===== config.mk =====
export PLATFORM = sky130hd
export DESIGN_NAME = sensor_result_buf_flat
export DESIGN_NICKNAME = d
export VERILOG_FILES = /design/src/rtl/sensor_result_buf_pkg.sv /design/src/rtl/sensor_result_buf_if.sv /design/src/rtl/sensor_result_buf_res_fifo.sv /design/src/rtl/sensor_result_buf.sv /design/src/flat_wrapper.sv
export SDC_FILE = /design/constraint.sdc
export NUM_CORES = 1
export LEC_CHECK = 0
export ABC_AREA = 1
export CAP_MARGIN = 20
export CORE_MARGIN = 1
export CORE_UTILIZATION = 64
export CTS_CLUSTER_SIZE = 40
export DETAILED_ROUTE_END_ITERATION = 8
export GPL_TIMING_DRIVEN = 0
export PLACE_DENSITY_LB_ADDON = 0.15
export SKIP_LAST_GASP = 1
export SYNTH_ARGS = -nofsm -noshare
export SYNTH_HDL_FRONTEND = slang
export SYNTH_HIERARCHICAL = 1
export SYNTH_SLANG_ARGS = --single-unit

===== constraint.sdc =====
create_clock -name clk_sys -period 3.8 [get_ports clk_sys]
set_input_delay 1.14 -clock clk_sys [delete_from_list [all_inputs] [get_ports clk_sys]]
set_output_delay 1.14 -clock clk_sys [all_outputs]
set_load 0.01 [all_outputs]

===== src/rtl/sensor_result_buf_pkg.sv =====
// Shared definitions for the sensor result buffer: register offsets, CMD bits
// and the STATUS byte layout.
package sensor_buf_pkg;

    localparam logic [3:0] REG_STATUS  = 4'h0;
    localparam logic [3:0] REG_DATA_LO = 4'h1;
    localparam logic [3:0] REG_DATA_HI = 4'h2;
    localparam logic [3:0] REG_ERR_CNT = 4'h3;
    localparam logic [3:0] REG_OVF_CNT = 4'h4;
    localparam logic [3:0] REG_AVG_LO  = 4'h5;
    localparam logic [3:0] REG_AVG_HI  = 4'h6;
    localparam logic [3:0] REG_AVG_CNT = 4'h7;
    localparam logic [3:0] REG_CMD     = 4'h8;

    localparam int CMD_CLEAR_BIT = 0;
    localparam int CMD_FIRE_BIT  = 1;

    typedef struct packed {
        logic       full;
        logic       empty;
        logic       ovf;
        logic [4:0] count;
    } status_t;

    // 8-bit event counters stick at 255 rather than wrapping.
    function automatic logic [7:0] sat_inc8(input logic [7:0] value);
        return (value == 8'hFF) ? value : value + 8'd1;
    endfunction

endpackage


===== src/rtl/sensor_result_buf_if.sv =====
// Measurement-result and fx host-bus signals between sensor_core/commu_top and
// the result buffer.
interface sensor_result_buf_if;

    logic        done_measure;
    logic        err_measure;
    logic [15:0] data_measure;
    logic        fire_measure;
    logic        fx_wr;
    logic [21:0] fx_waddr;
    logic [7:0]  fx_data;
    logic        fx_rd;
    logic [21:0] fx_raddr;
    logic [7:0]  fx_q;
    logic        irq_nempty;

    modport master (
        output done_measure, err_measure, data_measure,
        output fx_wr, fx_waddr, fx_data, fx_rd, fx_raddr,
        input  fire_measure, fx_q, irq_nempty
    );

    modport slave (
        input  done_measure, err_measure, data_measure,
        input  fx_wr, fx_waddr, fx_data, fx_rd, fx_raddr,
        output fire_measure, fx_q, irq_nempty
    );

endinterface


===== src/rtl/sensor_result_buf_res_fifo.sv =====
// Synchronous result FIFO with clear; head is read combinationally at rd_ptr.
module res_fifo #(
    parameter int DEPTH_LOG2 = 4,
    parameter int WIDTH      = 16
) (
    input  logic                  clk,
    input  logic                  rst_n,
    input  logic                  push,
    input  logic                  pop,
    input  logic                  clr,
    input  logic [WIDTH-1:0]      din,
    output logic                  pushed,
    output logic                  full,
    output logic                  empty,
    output logic [DEPTH_LOG2:0]   count,
    output logic [WIDTH-1:0]      head
);

    localparam int DEPTH = 1 << DEPTH_LOG2;

    logic [WIDTH-1:0]      mem_q [DEPTH];
    logic [DEPTH_LOG2-1:0] wr_ptr_q, rd_ptr_q;
    logic [DEPTH_LOG2:0]   count_q;
    logic                  popped;

    // Count never exceeds DEPTH, so its top bit alone flags a full FIFO.
    assign full   = count_q[DEPTH_LOG2];
    assign empty  = (count_q == '0);
    assign count  = count_q;
    assign head   = mem_q[rd_ptr_q];

    // A pop in the same cycle frees the slot a full FIFO needs for the push.
    assign popped = pop && !empty && !clr;
    assign pushed = push && !clr && (!full || popped);

    always_ff @(posedge clk or negedge rst_n) begin
        if (!rst_n) begin
            wr_ptr_q <= '0;
            rd_ptr_q <= '0;
            count_q  <= '0;
        end else if (clr) begin
            wr_ptr_q <= '0;
            rd_ptr_q <= '0;
            count_q  <= '0;
        end else begin
            if (pushed) wr_ptr_q <= wr_ptr_q + 1'b1;
            if (popped) rd_ptr_q <= rd_ptr_q + 1'b1;
            case ({pushed, popped})
                2'b10:   count_q <= count_q + 1'b1;
                2'b01:   count_q <= count_q - 1'b1;
                default: count_q <= count_q;
            endcase
        end
    end

    always_ff @(posedge clk) begin
        if (pushed) mem_q[wr_ptr_q] <= din;
    end

endmodule


===== src/rtl/sensor_result_buf.sv =====
// Result buffer: queues sensor measurements and serves them as fx registers.
// Optional running-mean registers are built when SENSOR_AVG_EN is defined.
module sensor_result_buf
    import sensor_buf_pkg::*;
#(
    parameter logic [21:0] BASE_ADDR  = 22'h000200,
    parameter int          DEPTH_LOG2 = 4
) (
    input  logic               clk_sys,
    input  logic               rst_n,
    sensor_result_buf_if.slave bus
);

    logic                rd_sel, wr_cmd, clr, pop, sample_vld, err_evt;
    logic [3:0]          rd_off;
    logic                fifo_full, fifo_empty, fifo_pushed;
    logic [DEPTH_LOG2:0] fifo_count;
    logic [15:0]         fifo_head;
    logic [7:0]          err_cnt_q, err_cnt_d, ovf_cnt_q, ovf_cnt_d;
    logic [7:0]          shadow_q, shadow_d, fx_q_q, fx_q_d, rdata;
    logic                fire_q, fire_d;
    logic [7:0]          avg_lo_rd, avg_hi_rd, avg_cnt_rd;
    status_t             status;

    assign rd_sel     = bus.fx_rd && (bus.fx_raddr[21:4] == BASE_ADDR[21:4]);
    assign rd_off     = bus.fx_raddr[3:0];
    assign wr_cmd     = bus.fx_wr && (bus.fx_waddr[21:4] == BASE_ADDR[21:4])
                        && (bus.fx_waddr[3:0] == REG_CMD);
    assign clr        = wr_cmd && bus.fx_data[CMD_CLEAR_BIT];
    assign fire_d     = wr_cmd && bus.fx_data[CMD_FIRE_BIT];
    assign pop        = rd_sel && (rd_off == REG_DATA_HI);
    assign sample_vld = bus.done_measure && !bus.err_measure;
    assign err_evt    = bus.done_measure && bus.err_measure;

    res_fifo #(.DEPTH_LOG2(DEPTH_LOG2), .WIDTH(16)) u_fifo (
        .clk    (clk_sys),
        .rst_n  (rst_n),
        .push   (sample_vld),
        .pop    (pop),
        .clr    (clr),
        .din    (bus.data_measure),
        .pushed (fifo_pushed),
        .full   (fifo_full),
        .empty  (fifo_empty),
        .count  (fifo_count),
        .head   (fifo_head)
    );

    always_comb begin
        status       = '0;
        status.full  = fifo_full;
        status.empty = fifo_empty;
        status.ovf   = (ovf_cnt_q != 8'h00);
        status.count = 5'(fifo_count);
    end

    // A valid sample the FIFO refused (full, no pop, no clear) counts as overflow.
    always_comb begin
        err_cnt_d = err_cnt_q;
        ovf_cnt_d = ovf_cnt_q;
        shadow_d  = shadow_q;
        if (clr) begin
            err_cnt_d = 8'h00;
            ovf_cnt_d = 8'h00;
        end else begin
            if (err_evt) err_cnt_d = sat_inc8(err_cnt_q);
            if (sample_vld && !fifo_pushed) ovf_cnt_d = sat_inc8(ovf_cnt_q);
        end
        if (rd_sel && (rd_off == REG_DATA_LO)) begin
            shadow_d = fifo_empty ? 8'h00 : fifo_head[15:8];
        end
    end

    always_comb begin
        rdata = 8'h00;
        case (rd_off)
            REG_STATUS:  rdata = status;
            REG_DATA_LO: rdata = fifo_empty ? 8'h00 : fifo_head[7:0];
            REG_DATA_HI: rdata = shadow_q;
            REG_ERR_CNT: rdata = err_cnt_q;
            REG_OVF_CNT: rdata = ovf_cnt_q;
            REG_AVG_LO:  rdata = avg_lo_rd;
            REG_AVG_HI:  rdata = avg_hi_rd;
            REG_AVG_CNT: rdata = avg_cnt_rd;
            default:     rdata = 8'h00;
        endcase
        fx_q_d = rd_sel ? rdata : 8'h00;
    end

    always_ff @(posedge clk_sys or negedge rst_n) begin
        if (!rst_n) begin
            err_cnt_q <= 8'h00;
            ovf_cnt_q <= 8'h00;
            shadow_q  <= 8'h00;
            fx_q_q    <= 8'h00;
            fire_q    <= 1'b0;
        end else begin
            err_cnt_q <= err_cnt_d;
            ovf_cnt_q <= ovf_cnt_d;
            shadow_q  <= shadow_d;
            fx_q_q    <= fx_q_d;
            fire_q    <= fire_d;
        end
    end

`ifdef SENSOR_AVG_EN
    logic [15:0] avg_win_q [4];
    logic [2:0]  avg_cnt_q;
    logic [7:0]  avg_shadow_q;
    logic [17:0] avg_sum;
    logic [15:0] avg_mean;

    // Empty window slots hold zero, so the mean always divides by four.
    assign avg_sum  = 18'(avg_win_q[0]) + 18'(avg_win_q[1])
                    + 18'(avg_win_q[2]) + 18'(avg_win_q[3]);
    assign avg_mean = 16'(avg_sum >> 2);

    always_ff @(posedge clk_sys or negedge rst_n) begin
        if (!rst_n) begin
            for (int i = 0; i < 4; i++) avg_win_q[i] <= 16'h0000;
            avg_cnt_q    <= 3'd0;
            avg_shadow_q <= 8'h00;
        end else if (clr) begin
            for (int i = 0; i < 4; i++) avg_win_q[i] <= 16'h0000;
            avg_cnt_q    <= 3'd0;
            avg_shadow_q <= 8'h00;
        end else begin
            if (fifo_pushed) begin
                avg_win_q[0] <= bus.data_measure;
                for (int i = 1; i < 4; i++) avg_win_q[i] <= avg_win_q[i-1];
                if (avg_cnt_q != 3'd4) avg_cnt_q <= avg_cnt_q + 3'd1;
            end
            if (rd_sel && (rd_off == REG_AVG_LO)) avg_shadow_q <= avg_mean[15:8];
        end
    end

    assign avg_lo_rd  = avg_mean[7:0];
    assign avg_hi_rd  = avg_shadow_q;
    assign avg_cnt_rd = {5'd0, avg_cnt_q};
`else
    assign avg_lo_rd  = 8'h00;
    assign avg_hi_rd  = 8'h00;
    assign avg_cnt_rd = 8'h00;
`endif

    assign bus.fx_q         = fx_q_q;
    assign bus.fire_measure = fire_q;
    assign bus.irq_nempty   = !fifo_empty;

endmodule

===== src/flat_wrapper.sv =====
// flat-port wrapper written by rule: the top's interface ports become plain ports
module sensor_result_buf_flat import sensor_buf_pkg::*;
#(
    parameter logic [21:0] BASE_ADDR  = 22'h000200,
    parameter int          DEPTH_LOG2 = 4
)
  (clk_sys, rst_n, bus_done_measure, bus_err_measure, bus_data_measure, bus_fx_wr, bus_fx_waddr, bus_fx_data, bus_fx_rd, bus_fx_raddr, bus_fire_measure, bus_fx_q, bus_irq_nempty);
  sensor_result_buf_if bus_i ();
  input  logic clk_sys;
  input  logic rst_n;
  input wire logic [$bits(bus_i.done_measure)-1:0] bus_done_measure;
  input wire logic [$bits(bus_i.err_measure)-1:0] bus_err_measure;
  input wire logic [$bits(bus_i.data_measure)-1:0] bus_data_measure;
  input wire logic [$bits(bus_i.fx_wr)-1:0] bus_fx_wr;
  input wire logic [$bits(bus_i.fx_waddr)-1:0] bus_fx_waddr;
  input wire logic [$bits(bus_i.fx_data)-1:0] bus_fx_data;
  input wire logic [$bits(bus_i.fx_rd)-1:0] bus_fx_rd;
  input wire logic [$bits(bus_i.fx_raddr)-1:0] bus_fx_raddr;
  output wire logic [$bits(bus_i.fire_measure)-1:0] bus_fire_measure;
  output wire logic [$bits(bus_i.fx_q)-1:0] bus_fx_q;
  output wire logic [$bits(bus_i.irq_nempty)-1:0] bus_irq_nempty;
  assign bus_i.done_measure = bus_done_measure;
  assign bus_i.err_measure = bus_err_measure;
  assign bus_i.data_measure = bus_data_measure;
  assign bus_i.fx_wr = bus_fx_wr;
  assign bus_i.fx_waddr = bus_fx_waddr;
  assign bus_i.fx_data = bus_fx_data;
  assign bus_i.fx_rd = bus_fx_rd;
  assign bus_i.fx_raddr = bus_fx_raddr;
  assign bus_fire_measure = bus_i.fire_measure;
  assign bus_fx_q = bus_i.fx_q;
  assign bus_irq_nempty = bus_i.irq_nempty;
  sensor_result_buf #(.BASE_ADDR(BASE_ADDR), .DEPTH_LOG2(DEPTH_LOG2)) u_core (.clk_sys(clk_sys), .rst_n(rst_n), .bus(bus_i));
endmodule

; After elaboration in Yosys (flattened, before gate mapping)
; Memory sizes are Yosys's and may differ from the RTL's.
; Cells that the tools add are included.
[word_totals]
inputBits = 74
ramBits = 256
ff_bits = 46
mem_count = 1
[op_classes]
n_eq_ne = 13
reduce_logical = 30
mux = 18
n_addsub = 6
[mem_list]
columns = name, depth, word_bits, rd, rd_ports_with_merged_regs, write_ports, line_no
row1 = u_core.u_fifo.mem_q, 16, 16, 1, 0, 1, sensor_result_buf_res_fifo.sv:21  ; logic [WIDTH-1:0] mem_q [DEPTH];
[op_table]
columns = operator, n
row1 = 8-bit 2-to-1 mux, 9
row2 = 8-bit one-hot mux with 5 select lines, 1
row3 = "18-bit by 6-bit equality test with 1-bit output, second input constant", 2
row4 = "8-bit by 1-bit adder with 8-bit output, second input constant", 2
row5 = "8-bit equality test, second input constant", 2
row6 = 4-bit 2-to-1 mux, 4
row7 = 1-bit logical AND, 14
row8 = 5-bit one-hot mux with 2 select lines, 1
row9 = "4-bit by 1-bit adder with 4-bit output, second input constant", 2
row10 = "4-bit by 2-bit equality test with 1-bit output, second input constant", 2
row11 = 2-bit nonzero test, 4
row12 = 8-bit nonzero test, 1
row13 = "5-bit by 1-bit adder with 5-bit output, second input constant", 1
row14 = 1-bit logical NOT, 5
row15 = 5-bit logical NOT, 1
row16 = 5-bit 2-to-1 mux, 1
row17 = "5-bit by 1-bit subtractor with 5-bit output, second input constant", 1
row18 = "4-bit by 1-bit equality test with 1-bit output, second input constant", 1
row19 = "4-bit by 3-bit equality test with 1-bit output, second input constant", 1
row20 = "4-bit equality test, second input constant", 1
row21 = 4-bit logical NOT, 1
row22 = "2-bit inequality test, second input constant", 2
row23 = 2-bit AND reduction, 2
row24 = 3-bit nonzero test, 1
row25 = 4 further kinds, 5

; Logic depth before layout (Yosys ltp)
[logic_depth]
ltp_word = 12
depth_mapped = 18

; By module
; The synthesis kept the hierarchy.
[by_module_without_submodules]
columns = mod, cells_per_inst, instances, area_each_um2, seq_area_each_um2
row1 = res_fifo, 870, 1, 10896.7, 8012.7
row2 = sensor_result_buf, 351, 1, 2259.7, 825.8

; Least setup slack after synthesis
; Ideal clock, no wire load.
[synth_timing]
path_type = input port to flip-flop
from = in bus_fx_raddr[3]
to = mem u_core.u_fifo.mem_q[0][0], enable pin
arrival_ps = 3193
setup_ps = 388
n_path_buf = 0
cell_stages = 10
setup_slack_ps = 219
cell_sequence = inv_1 > nand2_2 > nor3_2 > nor3b_1 > inv_1 > nand2_1 > nand3_1 > inv_1 > nand2_1 > nor2_1
[synth_via]
elab_chain_cells = 8
[synth_rtl]
columns = item, line_no
row1 = "start, declared", flat_wrapper.sv:18  ; input wire logic [$bits(bus_i.fx_raddr)-1:0] bus_fx_raddr;
row2 = 4-bit by 2-bit equality test with 1-bit output, sensor_result_buf.sv:31  ; assign pop = rd_sel && (rd_off == REG_DATA_HI);
row3 = 1-bit logical AND, sensor_result_buf.sv:31
row4 = named net u_core.pop, sensor_result_buf.sv:14  ; logic rd_sel, wr_cmd, clr, pop, sample_vld, err_evt;
row5 = 1-bit logical AND (2 in series), sensor_result_buf_res_fifo.sv:33  ; assign popped = pop && !empty && !clr;
row6 = 1-bit logical OR, sensor_result_buf_res_fifo.sv:34  ; assign pushed = push && !clr && (!full || popped);
row7 = 1-bit logical AND, sensor_result_buf_res_fifo.sv:34
row8 = named net u_core.fifo_pushed, sensor_result_buf.sv:16  ; logic fifo_full, fifo_empty, fifo_pushed;
row9 = 1-bit 2-to-1 mux, sensor_result_buf_res_fifo.sv:57  ; if (pushed) mem_q[wr_ptr_q] <= din;
row10 = 1-bit 2-to-1 mux (not written as such), sensor_result_buf_res_fifo.sv:57
row11 = "end, declared", sensor_result_buf_res_fifo.sv:21
; The timed path passes the listed nets, and every way through them passes these cells.

; Worst setup path after layout
[layout_timing]
from = in bus_fx_raddr[1]
to = mem u_core.u_fifo.mem_q[14][1], enable pin
; The elaborated chain is that of the path after synthesis.

==> flow_metrics.env <==
export IMPL_grt_usage_pct=33.25
export IMPL_yosys_area_share_simple_pct=19.68
export IMPL_cts_root_buf="clkbuf_16"
export IMPL_irDropWorstVdd_mv=0.5200
export IMPL_cp_top_family="simple AND/OR/NAND/NOR gates"
export IMPL_grt_pass1_vias=9529
export IMPL_slew_violations=0
export IMPL_p_leak_uw=0.006029
export IMPL_clock_latency_ns=0.57
export IMPL_crit_slowest_cell="clkdlybuf4s50_1"
export IMPL_period_minus_slack_ns=3.691
export IMPL_end_kind="flip-flop"
export IMPL_layout_drive_gt1_share_pct=9.555
export IMPL_synth_area_mm2=0.01316
export IMPL_ant_nets=0
export IMPL_rrSetupSlack_ns=1.51
export IMPL_dp_cells=1585
export IMPL_grt_pass1_wl_um=52720
export IMPL_fillers=1213
export IMPL_p_per_area_mw_per_mm2=480.3
export IMPL_totalWireLength_um=34910
export IMPL_ys_ff_latch=302
export IMPL_detailroute_via_count=9929
export IMPL_die_height_um=145.4
export IMPL_synth_seq_area_share_pct=67.18
export IMPL_first_iter_violations=1211
export IMPL_worstReg2RegStart="u_core/u_fifo/rd_ptr_q[1]"
export IMPL_finish_utilization_pct=77.20
export IMPL_num_io_pins=84
export IMPL_crit_path_start_kind="input port"
export IMPL_holdPathEnd="u_core/shadow_q[7]"
export IMPL_synthAdderAreaFrac_pct=1.198
export IMPL_synthToLayoutAreaGrowth_pct=18.35
export IMPL_r2r_end="u_core/bus.fx_q[3]"
export IMPL_setup_viol=0
export IMPL_async_reset_ff_share_pct=15.23
export IMPL_seq_area_mm2=0.008838
export IMPL_worstPathRequired_ns=4.07
export IMPL_fin_cells=1641
export IMPL_fp_row_count=52
export IMPL_synth_compound_gate_area_share_pct=6.638
export IMPL_antenna_cells=0
export IMPL_rsz0062_at_grt="false"
export IMPL_path_cells="clkdlybuf4s50_1 -> inv_1 -> nor3_4 -> nor3b_4 -> inv_1 -> nand2_1 -> nand3_1 -> inv_1 -> nand2_1 -> nor2_4 -> buf_8"
export IMPL_cap_viol_max_count=0
export IMPL_synth_mux_area_share_pct=0
export IMPL_via_per_inst=6.051
export IMPL_hold_viol=0
export IMPL_cts_sinks=302
export IMPL_max_slew_worst_pin_slew_ns=0.7036
export IMPL_cts_buffers=30
export IMPL_finClkSkew_ns=0.01955
export IMPL_synth_top_family_by_area="simple AND/OR/NAND/NOR gates"
export IMPL_synth_edf_count=256
export IMPL_path_common_cell="inv_1"
export IMPL_hold_buffers=0
export IMPL_die_area_mm2=0.02113
export IMPL_gp_congestion=0.9491
export IMPL_yosysUniqueCellTypes=38
export IMPL_yosys_warnings=6
export IMPL_syn_avg_cell_area_um2=10.78
export IMPL_htree_levels=1
export IMPL_critPathKind="input port to flip-flop"
export IMPL_period_share_pct=97.14
export IMPL_syn_nets=1307
export IMPL_portBuffers=77
export IMPL_synth_xor_area_share_pct=0.2663
export IMPL_status="finished clean"
export IMPL_critical_path_max_stage_delay_ns=0.60
export IMPL_drtPass1Iterations=5
export IMPL_hold_slack_ns=0.4841
export IMPL_overflow=0
export IMPL_min_from="u_core/shadow_q[7]"
export IMPL_place_hpwl_um=23990
export IMPL_cts_tree="built"
export IMPL_whs_path_depth=2
export IMPL_coreArea_mm2=0.02017
export IMPL_crit_buf_inv=5
export IMPL_grt_max_degree=26
export IMPL_worst_r2r_cell_count=10
export IMPL_multi_input_area_mm2=0.003747
export IMPL_die_x_um=145.4
export IMPL_start_util_pct=65.23
export IMPL_max_freq_mhz=270.9
export IMPL_wl_per_cell_um=21.27
export IMPL_hold_path_class="flip-flop to flip-flop"
export IMPL_arrival_ns=3.96
export IMPL_tns_ns=0
export IMPL_drc_errors=0
export IMPL_slew_headroom_pct=52.95
export IMPL_clk_path_buf_depth=3
export IMPL_grt_antenna_before_repair=0
export IMPL_cts_clk_slew_worst_paths_ns=0.06
export IMPL_fin_nets=1435
export IMPL_synth_flop_cell="edfxtp_1"
export IMPL_worstSetupStartpoint="bus_fx_raddr[1]"
export IMPL_syn_instance_count=1221
export IMPL_p_total_uw=7479
export IMPL_crit_fanout=9
[worst min-delay path: stages (launching register included)]
cell and delay [ns]:
dfrtp_1 0.34, nand2_1 0.06, nand2_1 0.05
[per-stage QoR]
step	setup WS, ns	instance area, µm²
final	0.1087	15570
after CTS	-0.02387	15500
after global routing	0.01296	15570
after floorplan	0.2188	13160
after global placement	-1.458	14260
after detailed placement	-0.9863	14560
[layout by cell type, fill, tap and decap left out, types with 2 or more instances in the layout]
cell and count:
nand2_1 284, edfxtp_1 256, nor2_1 118, nand3_1 110
inv_1 94, clkdlybuf4s50_1 76, o21ai_0 50, dfrtp_1 46
nand4_1 44, a21oi_1 37, o211ai_1 32, clkbuf_16 30
o21ai_1 29, buf_2 27, clkbuf_1 18, buf_8 13
nor2_2 11, ha_1 11, clkinv_1 10, clkinv_2 10
nor2_4 9, buf_6 9, nand3b_1 8, inv_2 4
buf_4 4, nor3_1 3, xor2_1 3, buf_12 3
nor3_4 2, nor3b_1 2, o21bai_1 2
[worst max-delay path by stage]
stage	to	slack, ns	depth (start not counted)
2_1_floorplan	u_core/u_fifo/mem_q[0][0]	0.22	10
3_3_place_gp	u_core/u_fifo/mem_q[14][10]	-1.46	10
3_5_place_dp	u_core/u_fifo/mem_q[6][10]	-0.99	11
4_1_cts	u_core/u_fifo/mem_q[10][13]	-0.02	11
5_1_grt	u_core/u_fifo/mem_q[14][1]	0.01	11
6_report	u_core/u_fifo/mem_q[14][1]	0.11	11
[what timing repair did]
item | 4_1_cts | 5_1_grt
gates resized for setup | 7 | 3
setup buffers | 0 | 3
endpoints found under the setup margin | 238 | 158
pin swaps | 0 | 3
[registers in the layout, summed over array words and instances, names as in the netlist]
register and cells:
u_core/u_fifo/wr_ptr_q 4, u_core/shadow_q 8, u_core/err_cnt_q 8, u_core/bus.fx_q 8, u_core/bus.fire_measure 1, u_core/u_fifo/rd_ptr_q 4
u_core/ovf_cnt_q 8, u_core/u_fifo/count 5, u_core/u_fifo/mem_q 256
[per-layer routing]
layer / global-route usage [%] / up-vias / share of wire (%)
met1: 42.20 / 4686 / 36
met3: 6.897 / 117 / 11
met5: 0 / - / 0
met4: 16.79 / 0 / 4.8
li1: - / 4484 / -
met2: 54.81 / 642 / 49
[power by group]
part / internal, µW / leakage [µW] / total [µW] / switching (µW)
sequential: 3770 / 0.00286 / 3960 / 187
clock: 1510 / 0.000452 / 2730 / 1220
combinational: 293 / 0.00272 / 795 / 501
[cell usage after synthesis (4+ instances only)]
master | n | share of area [%]
nand2_1 | 284 | 8.1
edfxtp_1 | 256 | 58
nor2_1 | 134 | 3.8
nand3_1 | 110 | 4.2
inv_1 | 94 | 2.7
o21ai_0 | 50 | 1.9
dfrtp_1 | 46 | 8.7
nand4_1 | 44 | 2.1
a21oi_1 | 37 | 1.4
o211ai_1 | 32 | 1.8
o21ai_1 | 29 | 1.1
buf_2 | 26 | 0.99
clkbuf_1 | 15 | 0.43
ha_1 | 11 | 1.0
nand3b_1 | 8 | 0.46
buf_6 | 6 | 0.51
buf_4 | 4 | 0.23
inv_2 | 4 | 0.11
[cells by family (layout without fill, tap and decap cells)]
family	count (synthesis)	count (layout)
XOR/XNOR	4	4
AND/OR/NAND/NOR	596	596
adder cells (fa/ha/maj)	12	12
flip-flops	302	302
AO/OA/AOI/OAI	155	155
buffers and inverters	152	302
[final cells by class]
type | count | area share, %
clock buffers | 34 | 4.918
repair buffers | 97 | 6.951
multi-input cells | 767 | 24.07
well taps | 270 | 2.170
plain buffers | 51 | 1.824
clock inverters | 20 | 0.9000
inverters | 100 | 2.411
flip-flops and latches | 302 | 56.76
Power figures use the tool's default switching activity.
